## src/rtl/decoder_pkg.sv

```systemverilog
// Shared definitions for the decoder_scan block: FSM state encoding,
// default parameter values and a one-hot helper.
package decoder_pkg;

  localparam int DEF_SEL_W   = 3;
  localparam int DEF_DWELL_W = 4;
  localparam int MAX_SEL_W   = 6;
  localparam int MAX_N       = 2 ** MAX_SEL_W;

  // 2'd3 is never entered; the FSM recovers from it to ST_IDLE.
  typedef enum logic [1:0] {
    ST_IDLE   = 2'd0,
    ST_DIRECT = 2'd1,
    ST_SCAN   = 2'd2
  } state_e;

  // Full-width one-hot of an index; callers size-cast down to their N.
  function automatic logic [MAX_N-1:0] onehot(input logic [MAX_SEL_W-1:0] index);
    onehot        = '0;
    onehot[index] = 1'b1;
  endfunction

endpackage

```

## src/rtl/decoder_onehot.sv

```systemverilog
// Combinational SEL_W-to-N decoder with enable; all-zero when en is low.
module decoder_onehot
  import decoder_pkg::*;
#(
  parameter  int SEL_W = DEF_SEL_W,
  localparam int N     = 2 ** SEL_W
) (
  input  logic [SEL_W-1:0] index,
  input  logic             en,
  output logic [N-1:0]     dec
);

  // Decode through the shared helper, truncated to this instance's width.
  always_comb begin
    dec = en ? N'(onehot(MAX_SEL_W'(index))) : '0;
  end

endmodule

```

## src/rtl/decoder_scan.sv

```systemverilog
// Registered one-hot decoder with DIRECT and SCAN modes.
// DIRECT registers onehot(sel); SCAN steps the active bit through all N
// positions holding each for dwell+1 cycles, pulsing wrap on roll-over.
// Optional build macro DECODER_SCAN_DIR_EN adds a `dir` input that
// reverses the scan direction (wrap then marks the 0 -> N-1 step).
//
// Handshake: there is no back-pressure. valid is a registered qualifier
// for out/idx; whenever valid is 1 the out/idx pair is meaningful that
// cycle, and it is never stalled by the consumer.
module decoder_scan
  import decoder_pkg::*;
#(
  parameter  int SEL_W   = DEF_SEL_W,
  parameter  int DWELL_W = DEF_DWELL_W,
  localparam int N       = 2 ** SEL_W
) (
  input  logic               clk,
  input  logic               rst_n,
  input  logic               en,
  input  logic               mode,
  input  logic [SEL_W-1:0]   sel,
  input  logic [DWELL_W-1:0] dwell,
`ifdef DECODER_SCAN_DIR_EN
  input  logic               dir,
`endif
  output logic [N-1:0]       out,
  output logic [SEL_W-1:0]   idx,
  output logic               valid,
  output logic               wrap
);

  localparam logic [SEL_W-1:0]   IDX_ONE  = SEL_W'(1);
  localparam logic [SEL_W-1:0]   IDX_LAST = SEL_W'(N - 1);
  localparam logic [DWELL_W-1:0] CNT_ONE  = DWELL_W'(1);

  state_e             state_q, state_d;
  logic [SEL_W-1:0]   idx_q, idx_d;
  logic [DWELL_W-1:0] cnt_q, cnt_d;
  logic               wrap_q, wrap_d;
  logic [N-1:0]       out_q, out_d;
  logic               valid_q;

  // Next state, next index, dwell counter and wrap pulse.
  always_comb begin
    state_d = state_q;
    idx_d   = idx_q;
    cnt_d   = cnt_q;
    wrap_d  = 1'b0;
    if (!en) begin
      state_d = ST_IDLE;
    end else begin
      case (state_q)
        ST_IDLE, ST_DIRECT: begin
          idx_d = sel;
          if (mode) begin
            state_d = ST_SCAN;
            cnt_d   = '0;
          end else begin
            state_d = ST_DIRECT;
          end
        end
        ST_SCAN: begin
          if (!mode) begin
            state_d = ST_DIRECT;
            idx_d   = sel;
          end else if (cnt_q >= dwell) begin
            // >= lets a dwell shrunk below cnt advance at once.
            cnt_d = '0;
`ifdef DECODER_SCAN_DIR_EN
            if (dir) begin
              idx_d  = idx_q - IDX_ONE;
              wrap_d = (idx_q == '0);
            end else begin
              idx_d  = idx_q + IDX_ONE;
              wrap_d = (idx_q == IDX_LAST);
            end
`else
            idx_d  = idx_q + IDX_ONE;
            wrap_d = (idx_q == IDX_LAST);
`endif
          end else begin
            cnt_d = cnt_q + CNT_ONE;
          end
        end
        default: state_d = ST_IDLE;
      endcase
    end
  end

  decoder_onehot #(.SEL_W(SEL_W)) u_onehot (
    .index (idx_d),
    .en    (state_d != ST_IDLE),
    .dec   (out_d)
  );

  // State and output registers, all loaded from next-state values.
  always_ff @(posedge clk or negedge rst_n) begin
    if (!rst_n) begin
      state_q <= ST_IDLE;
      idx_q   <= '0;
      cnt_q   <= '0;
      wrap_q  <= 1'b0;
      out_q   <= '0;
      valid_q <= 1'b0;
    end else begin
      state_q <= state_d;
      idx_q   <= idx_d;
      cnt_q   <= cnt_d;
      wrap_q  <= wrap_d;
      out_q   <= out_d;
      valid_q <= (state_d != ST_IDLE);
    end
  end

  assign out   = out_q;
  assign idx   = idx_q;
  assign valid = valid_q;
  assign wrap  = wrap_q;

endmodule

```

## config.mk

```make
export PLATFORM = sky130hd
export DESIGN_NAME = decoder_scan
export DESIGN_NICKNAME = d
export VERILOG_FILES = /design/src/rtl/decoder_pkg.sv /design/src/rtl/decoder_onehot.sv /design/src/rtl/decoder_scan.sv
export SDC_FILE = /design/constraint.sdc
export NUM_CORES = 1
export LEC_CHECK = 0
export BUFFER_PORTS_ARGS = -buffer_cell sky130_fd_sc_hd__buf_2
export CAP_MARGIN = 20
export CORE_UTILIZATION = 54
export DETAILED_ROUTE_END_ITERATION = 8
export GPL_TIMING_DRIVEN = 0
export PLACE_DENSITY = 0.88
export SYNTH_ARGS = -nofsm -noshare
export SYNTH_HDL_FRONTEND = slang
export SYNTH_SLANG_ARGS = --single-unit
```

## constraint.sdc

```tcl
create_clock -name clk -period 5 [get_ports clk]
set_input_delay 0.5 -clock clk [delete_from_list [all_inputs] [get_ports clk]]
set_output_delay 0.5 -clock clk [all_outputs]
set_load 0.01 [all_outputs]
```

==> summary.md, run 1 <==
| Metric | Value |
|---|---|
| Vias per Instance | `5.59` |
| Final slew viol count | `0` |
| Site Rows | `14` |
| Multiplexer area fraction after synthesis | `0.0109` |
| DIE AREA | `1870 um^2` |
| Final Hold Fails | `0` |
| Nets | `130` |
| Synth Area in Simple Gates | `0.150` |
| H-tree depth | `1` |
| Synth top area cells | `dfrtp_1, ha_1, nor3_1` |
| Die height | `43.2 um` |
| Pin count of the biggest net entering global routing | `20` |
| VDD IR max | `194 uV` |
| DRT Pass-1 Iters | `4` |
| Worst hold path class | `input pin to async pin` |
| Synth Cell Area | `917 um^2` |
| Synthesized flop and latch total | `19` |
| Routability Congestion | `0.793` |
| Register area share after synthesis | `0.518` |
| Residual DRC | `0` |
| Syn nets | `102` |
| Post-synth ARST share | `1.00` |
| Setup bufs post-CTS | `0` |
| Clock tree buffer depth | `2` |
| Root buffer cell | `clkbuf_4` |
| CP endpoint kind | `flip-flop` |
| Commonest cells after routing, fill and taps aside | `buf_2, dfrtp_1, nand2_1` |
| Crit Path Class | `flip-flop to flip-flop` |
| F_max | `488 MHz` |
| Commonest non-fill, non-tap cell in the layout | `buf_2` |
| Leak Pwr | `0.586 nW` |
| Synth Area per Inst | `10.9 um^2` |
| Cts hold-fix bufs | `0` |
| CP Max Fanout | `5` |
| Pre-CTS setup slack | `2820 ps` |
| Slew Limit Headroom | `0.694` |
| Worst slew pin tran | `455 ps` |
| R2R setup slack | `2950 ps` |
| Sink Count | `19` |
| Via count | `710` |
| Post-CTS sizing | `0` |
| Initial Util | `0.595` |
| WL/cell | `13.8 um` |
| Vias in the first global route | `674` |
| Overall routing resource usage | `0.220` |
| Adder-Cell Fraction of Synth Area | `0.0955` |
| Startpoint Class | `flip-flop` |
| Post-synth EDFFs | `0` |
| Final worst slack | `2950 ps` |
| Psw | `0.0840 mW` |
| Worst path slowest cell | `dfrtp_1` |
| Crit path to | `out[4]` |
| Fin Clk Skew | `14.3 ps` |
| Warnings from Yosys | `0` |
| R2R Path Start | `cnt_q[0]` |
| Final setup vio count | `0` |
| Max-Cap Viols | `0` |
| Post-synth top area share | `0.518` |
| Worst skew pair latency | `300 ps` |
| Logic gate share of total power | `0.180` |
| Global-route wire length before repair | `2890 um` |
| Gate Count Post-Synth | `84` |
| Final wirelength | `1750 um` |
| Port Buffer Count | `23` |
| I/O pin total | `24` |
| RSZ-0062 raised after global routing | `false` |
| CP Data Required Time | `5210 ps` |
| Sum Neg Setup Slack | `0 ps` |
| Pwr dens | `277 nW/um^2` |
| P&R area growth vs syn | `17.6%` |
| Final min period | `2050 ps` |
| Worst path max stage delay | `430 ps` |
| Die width | `43.2 um` |
| Outcome | `finished, final reports clean` |
| Fill count | `128` |
| Worst Reg-to-Reg Cells | `8` |
| Power Internal | `0.215 mW` |
| Iter 0 DRT Violations | `16` |
| Sw frac | `0.281` |
| Clock power frac | `0.257` |
| Number of CTS-inserted buffers | `3` |
| Clock slew at reported path FFs | `110 ps` |
| Crit path DAT | `2260 ps` |
| Post-synth top area cell | `dfrtp_1` |
| CP cell instances | `inv_1, ha_1, nor3b_2, o21ai_0, a32oi_2, o21a_4, inv_4, nor3_1` |
| FF-to-FF End | `out[4]` |
| HPWL after DPL | `1350 um` |
| Synth Area in Compound Gates | `0.158` |
| N_diodes | `0` |
| Congestion Overflow GR | `0` |
| Floorplan core area | `1540 um^2` |
| Worst Setup SP | `cnt_q[0]` |
| Fraction of layout cells with a size suffix above 1 | `0.306` |
| Largest family of logic cells by synthesized area | `compound AO/OA/AOI/OAI gates` |
| Routed Antenna Nets | `0` |
| Initial antenna violation count | `0` |
| TritonCTS clock tree | `built` |
| Post-synth top flop | `dfrtp_1` |
| Synth Area in XOR/XNOR | `0.0191` |
| Fin crit share | `0.409` |
| Distinct cells, synth | `28` |
| Part of the power in registers | `0.564` |
## layout make-up
class	count	area, um^2	share of cell area
Timing Repair Buffer	23	115	0.107
Sequential cell	19	475	0.441
Multi-Input combinational cell	54	398	0.369
Clock buffer	4	26.3	0.0244
Tap cell	16	20.0	0.0186
Inverter	11	43.8	0.0406
## per-stage QoR
| step | total power [mW] | hold WS, ps | util | cell area [um^2] | cells |
|---|---|---|---|---|---|
| 2_1_floorplan | 0.204 | 204 | - | 917 | 84 |
| 3_3_place_gp | 0.222 | 444 | 0.683 | 1050 | 123 |
| 6_report | 0.299 | 105 | 0.700 | 1080 | 127 |
| 5_1_grt | 0.312 | 141 | 0.700 | 1080 | 127 |
| 4_1_cts | 0.300 | 122 | 0.700 | 1080 | 127 |
| 3_5_place_dp | 0.225 | 450 | 0.683 | 1050 | 123 |
## state kept, by name, indices dropped and copies added (netlist names)
signal	count
wrap	1
cnt_q	4
out	8
idx	3
state_q	2
valid	1
## routing by layer
layer,wire [um],up-vias,GRT usage
li1,-,355,-
met1,801,326,0.282
met2,826,22,0.328
met3,58,7,0.0298
met4,63,0,0.176
met5,0,-,0
## cells in the mapped netlist (all sizes together), types with 2 or more instances
cell / n
dfrtp: 19
inv: 11
nand2: 11
nor3: 9
ha: 7
o21ai: 4
a21oi: 3
o21a: 3
a22oi: 2
and2: 2
## worst min-delay path by stage
stage               start  endpoint  slack, ps  cells past startpoint
floorplan           rst_n  cnt_q[0]        200                      0
global route        rst_n  cnt_q[3]        140                      1
CTS                 rst_n  cnt_q[3]        120                      1
global placement    rst_n  cnt_q[3]        440                      1
finish              rst_n  cnt_q[3]        110                      1
detailed placement  rst_n  cnt_q[3]        450                      1
## cells by family (layout without fill, tap and decap cells)
family / count (synthesis) / after routing
simple gates: 27 / 27
xor+xnor: 2 / 2
compound gates: 17 / 17
flops: 19 / 19
buf+inv: 11 / 38
mux: 1 / 1
fa+ha+maj: 7 / 7
## power by group through the flow
stage | Sequential (mW) | Combinational, mW | Clock (mW)
after floorplan | 0.174 | 0.0303 | 0
after global placement | 0.171 | 0.0511 | 0
after detailed placement | 0.171 | 0.0539 | 0
after CTS | 0.168 | 0.0542 | 0.0772
after global routing | 0.170 | 0.0598 | 0.0830
final | 0.169 | 0.0537 | 0.0768
## worst max-delay path: cells and delay by family, from the launching register on
| family | cells | cell delay [ps] |
|---|---|---|
| adder cells (fa/ha/maj) | 1 | 280 |
| buffers and inverters | 2 | 110 |
| flip-flops | 1 | 430 |
| AO/OA/AOI/OAI | 3 | 700 |
| AND/OR/NAND/NOR | 2 | 440 |
No activity file was read; power rests on OpenSTA's default activity.
==> run 2, diff against run 1 <==
Settings changed: CORE_UTILIZATION 54 to 50, PLACE_DENSITY 0.88 to 0.83.
Clock period 5 ns to 2 ns, I/O delays scaled along.
==> run 2 against run 1 <==
The run now ends with design-rule violations left. Setup slack got worse by 2800 ps. Clock skew down 12 ps. Utilization down 3.2 points. Count of clock-buffer cells in the layout down 1. Global-route usage is 1.5 points lower. Cell count up 9.4%. Sequential share of layout area is 2.8 points lower. Critical path type unchanged. Critical endpoint unchanged.
==> summary.md, run 2 (same netlist as run 1, synthesis figures left out) <==
| Metric | Value |
|---|---|
| Outcome | `complete, but fails checks (was finished, final reports clean)` |
| Failing checks | `design-rule violations` |
| VDD IR max | `466 uV (was 194 uV)` |
| Commonest cells after routing, fill and taps aside | `buf_2, dfrtp_1, nand2_1 (unchanged)` |
| Delay-heaviest family, CP | `compound AO/OA/AOI/OAI gates (unchanged)` |
| Final wirelength | `1760 um (was 1750 um)` |
| Fin Clk Skew | `1.83 ps (was 14.3 ps)` |
| Initial Util | `0.531 (was 0.595)` |
| Power, Total | `0.763 mW (was 0.299 mW)` |
| Sink Count | `19 (unchanged)` |
| Min Hold Slack | `106 ps (was 105 ps)` |
| Vias in the first global route | `668 (was 674)` |
| CP endpoint kind | `flip-flop (unchanged)` |
| Nets | `133 (was 130)` |
| WL/cell | `12.7 um (was 13.8 um)` |
| Routed Antenna Nets | `0 (unchanged)` |
| Die height | `44.8 um (was 43.2 um)` |
| Final min period | `1890 ps (was 2050 ps)` |
| Register Area | `475 um^2 (unchanged)` |
| Pin count of the biggest net entering global routing | `20 (unchanged)` |
| Startpoint Class | `flip-flop (unchanged)` |
| Clock slew at reported path FFs | `100 ps (was 110 ps)` |
| Port Buffer Count | `23 (unchanged)` |
| Vias per Instance | `5.15 (was 5.59)` |
| Largest register FFs | `8 (unchanged)` |
| Leak Pwr | `0.607 nW (was 0.586 nW)` |
| N_diodes | `0 (unchanged)` |
| Number of CTS-inserted buffers | `3 (unchanged)` |
| P&R area growth vs syn | `25.6% (was 17.6%)` |
| Iter 0 DRT Violations | `13 (was 16)` |
| Crit Path Class | `flip-flop to flip-flop (unchanged)` |
| Commonest non-fill, non-tap cell in the layout | `buf_2 (unchanged)` |
| Max-Cap Viols | `0 (unchanged)` |
| Pwr dens | `662 nW/um^2 (was 277 nW/um^2)` |
| Die width | `44.8 um (was 43.2 um)` |
| Fin crit share | `0.947 (was 0.409)` |
| CP cell instances | `ha_1, o211ai_2, o21a_4, xnor2_1, a221o_1, nor3_1 (was inv_1, ha_1, nor3b_2, o21ai_0, a32oi_2, o21a_4, inv_4, nor3_1)` |
| Worst skew pair latency | `300 ps (about the same)` |
| CP Max Fanout | `5 (unchanged)` |
| DIE AREA | `2010 um^2 (was 1870 um^2)` |
| Floorplan core area | `1730 um^2 (was 1540 um^2)` |
| Worst slew pin tran | `411 ps (was 455 ps)` |
| Overall routing resource usage | `0.205 (was 0.220)` |
| Routability Congestion | `0.793 (about the same)` |
| I/O pin total | `24 (unchanged)` |
| Worst path slowest cell | `dfrtp_1 (unchanged)` |
| F_max | `528 MHz (was 488 MHz)` |
| Final Cell Area | `1150 um^2 (was 1080 um^2)` |
| CP Data Required Time | `2210 ps (was 5210 ps)` |
| Fill count | `155 (was 128)` |
| Multi-input logic area | `434 um^2 (was 398 um^2)` |
| Final slew viol count | `0 (unchanged)` |
| TritonCTS clock tree | `built (unchanged)` |
| Slew Limit Headroom | `0.726 (was 0.694)` |
| Placed Area | `1060 um^2 (was 1050 um^2)` |
| Site Rows | `15 (was 14)` |
| H-tree depth | `1 (unchanged)` |
| Global-route wire length before repair | `2910 um (was 2890 um)` |
| Clock tree buffer depth | `2 (unchanged)` |
| Final setup vio count | `0 (unchanged)` |
| Congestion Overflow GR | `0 (unchanged)` |
| Crit path DAT | `2110 ps (was 2260 ps)` |
| Initial antenna violation count | `0 (unchanged)` |
| Worst hold path class | `input pin to flip-flop (was input pin to async pin)` |
| Worst path max stage delay | `440 ps (was 430 ps)` |
| Final Hold Fails | `0 (unchanged)` |
| Fraction of layout cells with a size suffix above 1 | `0.368 (was 0.306)` |
| DRT Pass-1 Iters | `6 (was 4)` |
| HPWL after DPL | `1340 um (was 1350 um)` |
| CP Buf/Inv Count | `0 (was 2)` |
| Root buffer cell | `clkbuf_4 (unchanged)` |
| Residual DRC | `1 (was 0)` |
| Via count | `716 (was 710)` |
==> run 2: changes by cell type in the layout (fill, tap and decap cells not counted), sizes merged <==
cell	change
buf	+2
clkbuf	-1
clkinv	+1
dlygate4sd3	+1
==> run 2: final timing paths <==
check | endpoint | startpoint | depth (start not counted) | slack (ps)
min in group asynchronous | out[3] | rst_n | 2 | 370
min | state_q[0] | mode | 2 | 110
max reg2reg | out[4] | cnt_q[2] | 6 | 110
min reg2reg | cnt_q[2] | state_q[0] | 1 | 520
max in group asynchronous | cnt_q[2] | rst_n | 2 | 1340
max | out[4] | cnt_q[2] | 6 | 110
==> run 2: stage by stage <==
step | instances | setup TNS (ps) | setup WS (ps) | utilization
global placement | 132 | 0 | 33.1 | 0.616
CTS | 138 | 0 | 10.4 | 0.642
global route | 139 | -7.67 | -7.67 | 0.667
detailed placement | 132 | -65.9 | -36.9 | 0.616
finish | 139 | 0 | 107 | 0.667
floorplan | 84 | 0 | 234 | -
==> run 2: cell type report <==
type,count,area share
Clock inverter,1,0.00434
Timing Repair Buffer,26,0.122
Inverter,11,0.0380
Tap cell,25,0.0271
Clock buffer,3,0.0195
Multi-Input combinational cell,54,0.377
Sequential cell,19,0.413
==> run 2: layer usage <==
layer	routed length (um)	track usage
met3	58	0.0280
met1	804	0.265
met4	45	0.109
met2	856	0.335
met5	0	0
==> run 2: worst register-to-register path, cell delays in order, from the launching register on <==
cell	delay [ps]
dfrtp_1	440
ha_1	310
o211ai_2	110
o21a_4	240
xnor2_1	170
a221o_1	380
nor3_1	170
==> run 2: timing repair <==
| item | 4_1_cts | 5_1_grt |
|---|---|---|
| resized for setup | 1 | 6 |
| hold endpoints to repair | 19 | 0 |
| hold buffers | 1 | 0 |
| setup buffers | 1 | 1 |
| endpoints found under the setup margin | 5 | 9 |
| pin swaps | 1 | 2 |
==> run 2: power breakdown <==
part | internal [mW] | switching (mW) | total [mW]
combinational | 0.0666 | 0.0888 | 0.155
clock | 0.0746 | 0.114 | 0.189
sequential | 0.405 | 0.0145 | 0.419
==> run 3, diff against run 2 <==
Settings changed: BUFFER_PORTS_ARGS -buffer_cell sky130_fd_sc_hd__buf_2 to unset, CORE_UTILIZATION 50 to 55, DONT_BUFFER_PORTS set to 1, PLACE_DENSITY 0.83 to 0.77.
==> run 3 against run 2 <==
The run now ends clean. Fmax increased by 1.3%. Clock power decreased by 3%. Utilization decreased by 0.73 points. First-iteration DRC count decreased by 31%. Clock skew decreased by 0.69 ps. Wire length decreased by 13%. Sequential cell count unchanged. Combinational power decreased by 30%. Power decreased by 5.5%. Count of clock-buffer cells in the layout unchanged. Sequential share of layout area increased by 6.0 points. Via count decreased by 12%. Critical endpoint is now out[2]. Largest power group unchanged.
==> summary.md, run 3 (same netlist as run 1, synthesis figures left out) <==
| Metric | Value |
|---|---|
| Outcome | `finished, final reports clean (was complete, but fails checks)` |
| Commonest cells after routing, fill and taps aside | `dfrtp_1, nand2_1, inv_1, nor3_1, ha_1 (was buf_2, dfrtp_1, nand2_1)` |
| F_max | `535 MHz (was 528 MHz)` |
| Routed Antenna Nets | `0 (unchanged)` |
| P&R area growth vs syn | `9.69% (was 25.6%)` |
| DIE AREA | `1830 um^2 (was 2010 um^2)` |
| CP endpoint kind | `flip-flop (unchanged)` |
| CP Data Required Time | `2210 ps (about the same)` |
| WL/cell | `14.3 um (was 12.7 um)` |
| Clock tree buffer depth | `2 (unchanged)` |
| Fin crit share | `0.934 (was 0.947)` |
| Pwr dens | `717 nW/um^2 (was 662 nW/um^2)` |
| Die height | `42.8 um (was 44.8 um)` |
| Worst skew pair latency | `280 ps (was 300 ps)` |
| Residual DRC | `0 (was 1)` |
| Initial antenna violation count | `0 (unchanged)` |
| Number of CTS-inserted buffers | `3 (unchanged)` |
| Routability Congestion | `0.793 (about the same)` |
| Final wirelength | `1530 um (was 1760 um)` |
| Final Cell Area | `1010 um^2 (was 1150 um^2)` |
| Final setup vio count | `0 (unchanged)` |
| Sink Count | `19 (unchanged)` |
| Sw frac | `0.273 (was 0.285)` |
| Worst hold path class | `input pin to flip-flop (unchanged)` |
| Fill count | `113 (was 155)` |
| HPWL after DPL | `1160 um (was 1340 um)` |
| Final Hold Fails | `0 (unchanged)` |
| Pin count of the biggest net entering global routing | `20 (unchanged)` |
| I/O pin total | `24 (unchanged)` |
| CP Max Fanout | `5 (unchanged)` |
| Clock power frac | `0.254 (was 0.247)` |
| Floorplan core area | `1520 um^2 (was 1730 um^2)` |
| Vias per Instance | `5.89 (was 5.15)` |
| Startpoint Class | `flip-flop (unchanged)` |
| Congestion Overflow GR | `0 (unchanged)` |
| Global-route wire length before repair | `2640 um (was 2910 um)` |
| Nets | `110 (was 133)` |
| Die width | `42.8 um (was 44.8 um)` |
| Site Rows | `14 (was 15)` |
| Initial Util | `0.602 (was 0.531)` |
| Crit Path Class | `flip-flop to flip-flop (unchanged)` |
| Placed Area | `937 um^2 (was 1060 um^2)` |
| Vias in the first global route | `623 (was 668)` |
| Psw | `0.197 mW (was 0.217 mW)` |
| VDD IR max | `430 uV (was 466 uV)` |
| Part of the power in registers | `0.595 (was 0.549)` |
| Power Internal | `0.524 mW (was 0.546 mW)` |
| Max-Cap Viols | `0 (unchanged)` |
| Port Buffer Count | `0 (was 23)` |
| Clock slew at reported path FFs | `100 ps (about the same)` |
| Fin Clk Skew | `1.14 ps (was 1.83 ps)` |
| Overall routing resource usage | `0.195 (was 0.205)` |
| Worst slew pin tran | `800 ps (was 411 ps)` |
| H-tree depth | `1 (unchanged)` |
| Crit path DAT | `2080 ps (was 2110 ps)` |
| N_diodes | `0 (unchanged)` |
| Final slew viol count | `0 (unchanged)` |
| Sum Neg Setup Slack | `0 ps (unchanged)` |
| Commonest non-fill, non-tap cell in the layout | `dfrtp_1 (was buf_2)` |
| Iter 0 DRT Violations | `9 (was 13)` |
| Root buffer cell | `clkbuf_4 (unchanged)` |
| Logic gate share of total power | `0.152 (was 0.204)` |
| Largest register FFs | `8 (unchanged)` |
| Final min period | `1870 ps (was 1890 ps)` |
| Via count | `630 (was 716)` |
| DRT Pass-1 Iters | `2 (was 6)` |
| Slew Limit Headroom | `0.465 (was 0.726)` |
| TritonCTS clock tree | `built (unchanged)` |
| Leak Pwr | `0.501 nW (was 0.607 nW)` |
| Fraction of layout cells with a size suffix above 1 | `0.187 (was 0.368)` |
## run 3: changes by cell type in the layout (fill, tap and decap cells not counted), sizes merged
cell,before,now
buf,25,1
dlygate4sd3,1,2
## run 3: final timing paths
check	cells past startpoint	startpoint	endpoint	slack, ps
min in group asynchronous	1	rst_n	cnt_q[1]	440
hold / removal	2	sel[0]	idx[0]	90
max in group asynchronous	1	rst_n	idx[0]	1070
setup / recovery	6	cnt_q[3]	out[2]	130
setup reg to reg	6	cnt_q[3]	out[2]	130
hold reg to reg	1	state_q[0]	cnt_q[2]	510
## run 3: area by class of cell
class / instances / area, um^2 / area share
clock buffer: 3 / 22.5 / 0.0224
tap: 16 / 20.0 / 0.0199
inverter: 11 / 43.8 / 0.0435
multi-input combinational: 54 / 412 / 0.409
clock inverter: 1 / 5.00 / 0.00498
timing repair buffer: 3 / 27.5 / 0.0274
sequential: 19 / 475 / 0.473
## run 3: routing by layer
layer / up-vias / GRT usage / part of all wire
met5: - / 0 / 0
li1: 308 / - / -
met3: 2 / 0.0468 / 0.054
met2: 15 / 0.300 / 0.46
met1: 305 / 0.258 / 0.48
met4: 0 / 0.0938 / 0.0059
## run 3: power by group through the flow
stage / registers (mW) / logic, mW / clock network (mW)
after global placement: 0.439 / 0.0866 / 0
final: 0.429 / 0.109 / 0.183
after CTS: 0.431 / 0.102 / 0.191
after floorplan: 0.434 / 0.0757 / 0
after detailed placement: 0.439 / 0.0913 / 0
after global routing: 0.432 / 0.123 / 0.204
## run 3: stage by stage
step	setup slack [ps]	power (mW)	hold slack [ps]	instances	util
4_1_cts	32.7	0.724	136	106	0.646
5_1_grt	-14.7	0.759	95.5	107	0.660
3_3_place_gp	39.5	0.525	-95.0	100	0.615
3_5_place_dp	12.7	0.530	-95.0	100	0.615
2_1_floorplan	234	0.510	-95.6	84	-
6_report	131	0.721	89.1	107	0.660
## run 3: timing repair
item	in CTS	in global routing
resized for setup	1	4
endpoints found under the setup margin	3	9
gates cloned	0	0
endpoints found under the hold margin	20	0
setup buffers	0	1
pin swaps	0	2
hold buffers	2	0
## run 3: worst max-delay path, stage by stage, from the launching register on
cell and delay [ps]:
dfrtp_1 430, ha_1 340, o211ai_2 110, o21a_4 240
xnor2_1 150, a221o_1 370, nor3_1 160
